[config.mk]
export PLATFORM = sky130hd
export DESIGN_NAME = mem_access_unit
export DESIGN_NICKNAME = d
export VERILOG_FILES = /design/src/rtl/mem_access_unit_pkg.sv /design/src/rtl/mem_access_unit_load_align.sv /design/src/rtl/mem_access_unit.sv
export SDC_FILE = /design/constraint.sdc
export NUM_CORES = 1
export LEC_CHECK = 0
export ABC_AREA = 1
export CORE_MARGIN = 2
export CORE_UTILIZATION = 60
export CTS_BUF_LIST = sky130_fd_sc_hd__clkbuf_16
export DETAILED_ROUTE_END_ITERATION = 10
export DONT_BUFFER_PORTS = 1
export PLACE_DENSITY = 0.76
export SLEW_MARGIN = 20
export SYNTH_ARGS = -nofsm -noshare
export SYNTH_HDL_FRONTEND = slang
export SYNTH_SLANG_ARGS = --single-unit
[constraint.sdc]
create_clock -name clk -period 2.2 [get_ports clk]
set_clock_uncertainty 0.15 [all_clocks]
set_input_delay 0 -clock clk [delete_from_list [all_inputs] [get_ports clk]]
set_output_delay 0 -clock clk [all_outputs]
set_load 0.01 [all_outputs]
[src/rtl/mem_access_unit_pkg.sv]
// mem_access_unit_pkg: shared memory-op codes, RV32I size codes and FSM states for the MEM stage.
package mem_access_unit_pkg;

    localparam int DATA_SIZE     = 32;
    localparam int REG_ADDR_SIZE = 5;

    localparam logic [1:0] MEMOP_NONE  = 2'b00;
    localparam logic [1:0] MEMOP_LOAD  = 2'b01;
    localparam logic [1:0] MEMOP_STORE = 2'b10;

    localparam logic [2:0] FUNCT3_LB  = 3'b000;
    localparam logic [2:0] FUNCT3_LH  = 3'b001;
    localparam logic [2:0] FUNCT3_LW  = 3'b010;
    localparam logic [2:0] FUNCT3_LBU = 3'b100;
    localparam logic [2:0] FUNCT3_LHU = 3'b101;

    localparam logic [0:0] ST_IDLE = 1'b0;
    localparam logic [0:0] ST_WAIT = 1'b1;

    typedef struct packed {
        logic       load;
        logic       we;
        logic [1:0] off;
        logic [2:0] funct3;
        logic       drop;
    } pend_t;

    // size is funct3[1:0]: 00 byte, 01 half, anything else word
    function automatic logic misaligned(input logic [1:0] size, input logic [1:0] addr);
        return (size == 2'b01 && addr[0]) || (size[1] && addr != 2'b00);
    endfunction

endpackage

[src/rtl/mem_access_unit_load_align.sv]
// mem_access_unit_load_align: selects the addressed byte/half of a read word and extends it.
module mem_access_unit_load_align
    import mem_access_unit_pkg::*;
(
    input  logic [31:0] rdata,
    input  logic [1:0]  off,
    input  logic [2:0]  funct3,
    output logic [31:0] value
);

    logic [7:0]  b;
    logic [15:0] h;

    always_comb begin
        b     = rdata[{off, 3'b000} +: 8];
        h     = off[1] ? rdata[31:16] : rdata[15:0];
        value = funct3[1:0] == 2'b00 ? {{24{b[7] & ~funct3[2]}}, b} :
                funct3[1:0] == 2'b01 ? {{16{h[15] & ~funct3[2]}}, h} : rdata;
    end

endmodule

[src/rtl/mem_access_unit.sv]
// mem_access_unit: MEM-stage load/store engine with a req/ack data-RAM port.
// Holds the upstream pipeline while a RAM transaction is outstanding.
module mem_access_unit
    import mem_access_unit_pkg::*;
#(
    parameter int DATA_W     = DATA_SIZE,
    parameter int REG_ADDR_W = REG_ADDR_SIZE
) (
    input  logic                  clk,
    input  logic                  resetIn_n,
    input  logic                  validIn,
    input  logic [1:0]            memOpIn,
    input  logic [2:0]            funct3In,
    input  logic [DATA_W-1:0]     dataIn,
    input  logic [DATA_W-1:0]     storeDataIn,
    input  logic                  writeEnableIn,
    input  logic [REG_ADDR_W-1:0] writeBackAddrIn,
    input  logic                  flushIn,
    output logic                  stallOut,
    output logic                  memReq,
    output logic                  memWe,
    output logic [DATA_W-1:0]     memAddr,
    output logic [DATA_W-1:0]     memWdata,
    output logic [3:0]            memBe,
    input  logic                  memAck,
    input  logic [DATA_W-1:0]     memRdata,
    output logic                  wbValidOut,
    output logic                  writeEnableOut,
    output logic [REG_ADDR_W-1:0] writeBackAddrOut,
    output logic [DATA_W-1:0]     dataOut,
    output logic                  misalignOut
);

    logic [0:0]            state;
    pend_t                 pend;
    logic [REG_ADDR_W-1:0] pend_wa;
    logic                  accept, is_mem, mis, issue, drop;
    logic [3:0]            be;
    logic [DATA_W-1:0]     wdata, ld_val;

    mem_access_unit_load_align u_align (
        .rdata  (memRdata),
        .off    (pend.off),
        .funct3 (pend.funct3),
        .value  (ld_val)
    );

    always_comb begin
        accept   = state == ST_IDLE && validIn && !flushIn;
        is_mem   = memOpIn == MEMOP_LOAD || memOpIn == MEMOP_STORE;
        mis      = is_mem && misaligned(funct3In[1:0], dataIn[1:0]);
        issue    = accept && is_mem && !mis;
        drop     = pend.drop || flushIn;
        stallOut = issue || (state == ST_WAIT && !memAck);
        be       = funct3In[1:0] == 2'b00 ? 4'b0001 << dataIn[1:0] :
                   funct3In[1:0] == 2'b01 ? (dataIn[1] ? 4'b1100 : 4'b0011) : 4'b1111;
        wdata    = funct3In[1:0] == 2'b00 ? {4{storeDataIn[7:0]}} :
                   funct3In[1:0] == 2'b01 ? {2{storeDataIn[15:0]}} : storeDataIn;
    end

    always_ff @(posedge clk or negedge resetIn_n) begin
        if (!resetIn_n) begin
            state            <= ST_IDLE;
            pend             <= '0;
            pend_wa          <= '0;
            memReq           <= 1'b0;
            memWe            <= 1'b0;
            memAddr          <= '0;
            memWdata         <= '0;
            memBe            <= 4'b0000;
            wbValidOut       <= 1'b0;
            writeEnableOut   <= 1'b0;
            writeBackAddrOut <= '0;
            dataOut          <= '0;
            misalignOut      <= 1'b0;
        end else begin
            wbValidOut     <= 1'b0;
            misalignOut    <= 1'b0;
            writeEnableOut <= 1'b0;
            if (state == ST_IDLE) begin
                if (accept && !issue) begin
                    wbValidOut       <= 1'b1;
                    misalignOut      <= mis;
                    writeEnableOut   <= writeEnableIn && !mis;
                    writeBackAddrOut <= writeBackAddrIn;
                    dataOut          <= dataIn;
                end
                if (issue) begin
                    state    <= ST_WAIT;
                    memReq   <= 1'b1;
                    memWe    <= memOpIn == MEMOP_STORE;
                    memAddr  <= {dataIn[DATA_W-1:2], 2'b00};
                    memBe    <= be;
                    memWdata <= wdata;
                    pend     <= '{load: memOpIn == MEMOP_LOAD, we: writeEnableIn,
                                  off: dataIn[1:0], funct3: funct3In, drop: 1'b0};
                    pend_wa  <= writeBackAddrIn;
                end
            end else begin
                // a flushed transaction still runs to completion; only its result is dropped
                pend.drop <= drop;
                if (memAck) begin
                    state            <= ST_IDLE;
                    memReq           <= 1'b0;
                    memWe            <= 1'b0;
                    wbValidOut       <= !drop;
                    writeEnableOut   <= pend.load && pend.we && !drop;
                    writeBackAddrOut <= pend_wa;
                    dataOut          <= ld_val;
                end
            end
        end
    end

endmodule

# ---- Word-level counts from Yosys, hierarchy flattened
# Index checks and enable logic that the tools add are counted.
dict set report totals {
  romBits 0
  latchBits 0
  word_cells 89
  memories 0
  mem_bits_rw 0
  register_bits 122
}
dict set report classes {
  mux 32
  magnitude_cmp 0
  reduce_logical 29
  n_addsub 0
  shifts 2
  multipliers 0
  bitwise_logic 4
  div_mod_pow 0
  eq_ne 5
}
# cell n
set ops {}
lappend ops {{32-bit two-way mux} 7}
lappend ops {{32-bit by 6-bit variable part select with 8-bit output} 1}
lappend ops {{1-bit two-way mux} 18}
lappend ops {{16-bit two-way mux} 1}
lappend ops {{5-bit two-way mux} 3}
lappend ops {{1-bit logical AND} 12}
lappend ops {{4-bit two-way mux} 3}
lappend ops {{2-bit by 1-bit == test with 1-bit output, second input constant} 3}
lappend ops {{2-bit AND reduction} 3}
lappend ops {{2-bit nonzero test} 3}
lappend ops {{1-bit logical NOT} 5}
lappend ops {{2-bit logical NOT} 2}
lappend ops {{1-bit logical OR} 4}
lappend ops {{1-bit by 2-bit left shift with 4-bit output, first input constant} 1}
lappend ops {{1-bit bitwise AND} 2}
lappend ops {{2-bit == test, second input constant} 1}
lappend ops {{2-bit != test, second input constant} 1}
lappend ops {{1-bit NOT} 2}

# ---- Logic depth before layout (Yosys ltp)
dict set report logic_depth {
  word_depth 10
  depth_mapped 12
  ltp_nobuf 9
}

# ---- Cells and area by module
# Synthesis repeated with hierarchy kept, for this count alone.
dict set report hier_totals {
  cells_unflattened 918
  area_unflattened_um2 6826.5
}
# mod cells_per_inst area_per_inst_um2 seq_area_each_um2 n_inst
set modules_own_cells {}
lappend modules_own_cells {mem_access_unit 672 5719.2 3052.9 1}
lappend modules_own_cells {mem_access_unit_load_align 246 1107.3 0.0 1}

# ---- Least setup slack after synthesis
# No wires, ideal clock.
dict set report synth_path {
  kind {register to register}
  from {register state}
  to {register dataOut[3]}
  setup_slack_ns 0.619
  t_required_ns 1.933
  path_stages_with_launch 12
  n_path_buf 3
  arrival_time_ns 1.314
  synth_period_minus_slack_ns 1.581
  cell_sequence {dfrtp_1 buf_6 inv_2 nand2_4 nor2_8 nand3_1 nand3_2 buf_6 buf_4 nand2_1 nor2_1 nor2_1}
}
dict set report synth_via {
  elab_chain_len 9
  elab_cells_between_ends 11
  cone_classes {eq/ne: 1; mux: 1; bitwise: 1; reduce/logical: 8}
}
# item line_no
set synth_lines {}
lappend synth_lines {{start: declaration} mem_access_unit.sv:34} ;# logic [0:0] state;
lappend synth_lines {{start signal: assignment} mem_access_unit.sv:63} ;# state <= ST_IDLE;
lappend synth_lines {{start signal: assignment} mem_access_unit.sv:89} ;# state <= ST_WAIT;
lappend synth_lines {{start signal: assignment} mem_access_unit.sv:103} ;# state <= ST_IDLE;
lappend synth_lines {{1-bit NOT (no line)} --}
lappend synth_lines {{1-bit logical AND (2 in series)} mem_access_unit.sv:49} ;# accept = state == ST_IDLE && validIn && !flushIn;
lappend synth_lines {{1-bit logical AND (2 in series)} mem_access_unit.sv:52} ;# issue = accept && is_mem && !mis;
lappend synth_lines {{1-bit logical NOT} mem_access_unit.sv:81} ;# if (accept && !issue) begin
lappend synth_lines {{1-bit logical AND} mem_access_unit.sv:81}
lappend synth_lines {{2-bit nonzero test (no line)} --}
lappend synth_lines {{2-bit AND reduction (no line)} --}
lappend synth_lines {{end signal: assignment} mem_access_unit.sv:86} ;# dataOut <= dataIn;
lappend synth_lines {{end signal: assignment} mem_access_unit.sv:109} ;# dataOut <= ld_val;
lappend synth_lines {{end: declaration} mem_access_unit.sv:30} ;# output logic [DATA_W-1:0] dataOut,
# Parallel ways exist; a longest one is shown, timed or not.
# A chain may end at the register's enable or synchronous reset.

# ---- Final worst setup path
dict set report layout_path {
  from {input memOpIn[0]}
  to {output stallOut}
}
dict set report layout_via {
  elab_chain_len 6
  elab_cells_between_ends 8
  cone_classes {eq/ne: 2; reduce/logical: 6}
}
# item line_no
set layout_lines {}
lappend layout_lines {{start: declaration} mem_access_unit.sv:12} ;# input logic [1:0] memOpIn,
lappend layout_lines {{2-bit by 1-bit == test with 1-bit output / 2-bit == test (equally long branches)} mem_access_unit.sv:50} ;# is_mem = memOpIn == MEMOP_LOAD || memOpIn == MEMOP_STORE;
lappend layout_lines {{1-bit logical OR (*)} mem_access_unit.sv:50}
lappend layout_lines {{1-bit logical AND} mem_access_unit.sv:51} ;# mis = is_mem && misaligned(funct3In[1:0], dataIn[1:0]);
lappend layout_lines {{1-bit logical NOT} mem_access_unit.sv:52}
lappend layout_lines {{1-bit logical AND (*)} mem_access_unit.sv:52}
lappend layout_lines {{1-bit logical OR (*)} mem_access_unit.sv:54} ;# stallOut = issue || (state == ST_WAIT && !memAck);
lappend layout_lines {{end: declaration} mem_access_unit.sv:19} ;# output logic stallOut,
# Mark *: on every way between the ends. The rest lies on a longest branch, timed or not.

==> impl_metrics.tcl <==
set metrics [dict create \
    status "finished, violations left" \
    violations "hold timing" \
    crit_chain "dlygate4sd3_1, inv_1, ha_1, nor2_1, nand2_1, nand2_4, buf_12, o21ai_0" \
    core-area_um2 10750 \
    layout.cells.non_filler 1202 \
    track_usage_pct 36.48 \
    first_pass_iters 5 \
    maxSlewViolCount 0 \
    dp_hpwl_um 13080 \
    synth_top_area_share_pct 46.41 \
    cts_made_buffers 17 \
    rows 38 \
    rr_startpoint "pend[5]" \
    clk_pin_slew_worst_paths_ns 0.06 \
    worstSetupStartpointType "input pin" \
    path_buf_inv 3 \
    syn_area_um2 6579 \
    cts_htree_levels 4 \
    yosys-top-cells-area "dfrtp_1 (46%), nand2_1 (22%), nand3_1 (7.8%), inv_1 (6.2%), o21ai_0 (4.0%)" \
    relSlewSlack_pct 41.82 \
    nets 1162 \
    tritoncts "built" \
    crit_fanout 39 \
    cap_viol_max_count 0 \
    portBuffers 0 \
    ys_seq_area_share_pct 46.41 \
    cts.sinks 122 \
    gp_congestion 0.9220 \
    ant_nets 0 \
    die_y_um 108.7 \
    wl_um 21280 \
    cpPeakStageDelay_ns 0.59 \
    critPathKind "in -> out" \
    synth_cell_type_count 28 \
    startpoint "memOpIn[0]" \
    hold_path_class "in -> async" \
    vias 6691 \
    required_ns 2.05 \
    antenna_found_initial 0 \
    drt_iter0_drc 687 \
    ys.flop_type "dfrtp_1" \
    final_hold_viol_count 122 \
    place_inst 1048 \
    ys_warn_count 0 \
    syn_avg_cell_area_um2 6.932 \
    ctsHoldBuffers 119 \
    ioPinCount 223 \
    ys_ff_latch 122 \
    crit_arrival_ns 1.85 \
    slowest_stage "dlygate4sd3_1" \
    n_fill_cell 745 \
    final_common_cell "nand2_1" \
    crit_path_end_kind "output port" \
    synth_edf_count 0 \
    tightestPinTransition_ns 0.8727 \
    fmax_mhz 499.2 \
    cp_top_family "buffers and inverters" \
    power_density_nw_per_um2 1029 \
    drc 0 \
    p_leak_nw 4.529 \
    tns_ns 0 \
    grt_overflow 0 \
    synthCells 949 \
    grt_pass1_vias 6434 \
    whs_ns -0.8796 \
    clock_latency_ns 0.42 \
    die_w_um 108.7 \
    areaGrowthSynthToFinish_pct 27.73 \
    routedWlPerCell_um 17.70 \
    rsz0062_at_grt "false" \
    yosys.area.top_type "dfrtp_1" \
    vias_per_cell 5.567 \
    placed_area_um2 6598 \
    cts_buffer_depth 2 \
    setup_violations 0 \
    period_share_pct 91.05 \
    mostFrequentLayoutCells "nand2_1 (391), dfrtp_1 (121), dlygate4sd3_1 (118), inv_1 (109), nand3_1 (103)" \
    layout-drive-gt1-share_pct 5.844 \
    synthArstFlopShare_pct 100.0 \
    grt_max_degree 123 \
    peakVddDrop_uv 615.0 \
    clockRootBuffer "clkbuf_16" \
    die-area_um2 11820 \
    fin_area_um2 8403 \
    start_util_pct 61.22 \
    grt_first_pass_wirelength_um 33070 \
    layout_min_cycle_time_ns 2.003 \
]
cells by family after synthesis:
group / count (synthesis) / share of synthesized area, %
AND/OR/NAND/NOR: 559 / 34.69
buffers and inverters: 177 / 11.53
flip-flops: 122 / 46.41
AO/OA/AOI/OAI: 88 / 6.942
adder cells (fa/ha/maj): 2 / 0.3803
other: 1 / 0.05700
synthesized netlist by cell type (7+ instances only):
master,number
clkbuf_1,16
clkinv_1,7
nand2_1,392
nor2_1,56
buf_2,24
dfrtp_1,122
o21ai_0,52
nand3_1,103
a31oi_1,10
buf_4,8
inv_1,108
a21oi_1,23
flip-flops by register name (all words and copies together), names as in the netlist, 4 cells and up:
| name | cells |
|---|---|
| pend_wa | 5 |
| memBe | 4 |
| writeBackAddrOut | 5 |
| pend | 8 |
| memAddr | 30 |
| dataOut | 32 |
| memWdata | 32 |
metal layers:
| layer | global-route usage [%] | share of wire, % | vias up | routed length, um |
|---|---|---|---|---|
| li1 | - | - | 3106 | - |
| met1 | 43.95 | 37 | 3097 | 7961 |
| met2 | 61.79 | 49 | 412 | 10530 |
| met3 | 9.205 | 9.3 | 76 | 1970 |
| met4 | 16.30 | 3.8 | 0 | 818 |
| met5 | 0 | 0 | - | 0 |
timing repair:
item,CTS,global route
gates resized for setup,0,3
setup endpoints to repair,0,47
buffers inserted,0,2
endpoints found under the hold margin,245,122
where the power goes:
part	total, mW	internal [mW]	switching (mW)	leakage, nW
combinational	2.03	0.798	1.23	2.75
clock	2.85	1.69	1.16	0.284
sequential	3.77	2.91	0.855	1.49
total	8.65	5.40	3.25	4.53
worst reg2reg max path, stage by stage (launching register included):
cell	delay (ns)
dfrtp_2	0.54
inv_2	0.08
nand2_1	0.09
nand2_1	0.08
nand2_1	0.06
nand2_1	0.05
dlygate4sd3_1	0.54
nor2_1	0.09
nand2_1	0.06
nand3_1	0.08
nand2_1	0.05
final timing paths:
path,cells after the start,slack (ns),end
worst min-delay path,0,-0.88,dataOut[16]
max in group asynchronous,0,2.52,memWdata[8]
worst min register to register,2,0.34,pend_wa[3]
worst max register to register,10,0.20,dataOut[15]
worst max-delay path,8,0.20,stallOut
min in group clk,8,0.04,dataOut[3]
metrics by stage:
| stage | worst slack [ns] | utilization [%] | power, mW |
|---|---|---|---|
| finish | 0.1968 | 78.20 | 8.645 |
| global route | 0.04991 | 78.18 | 9.102 |
| CTS | 0.01471 | 77.97 | 8.545 |
| detailed placement | 0.3636 | 61.40 | 5.510 |
| global placement | 0.4198 | 61.40 | 5.440 |
| floorplan | 0.6191 | - | 5.004 |
area by class of cell:
| type | instances | area (um2) | share of cell area (%) |
|---|---|---|---|
| Antenna cell | 1 | 2.502 | 0.02978 |
| Clock buffer | 17 | 425.4 | 5.063 |
| Timing Repair Buffer | 136 | 1350 | 16.07 |
| Clock inverter | 15 | 163.9 | 1.951 |
| Inverter | 120 | 452.9 | 5.390 |
| Tap cell | 140 | 175.2 | 2.085 |
| Sequential cell | 122 | 3054 | 36.35 |
| Multi-Input combinational cell | 651 | 2779 | 33.07 |
Note: power is estimated with default switching activity, not from simulation.
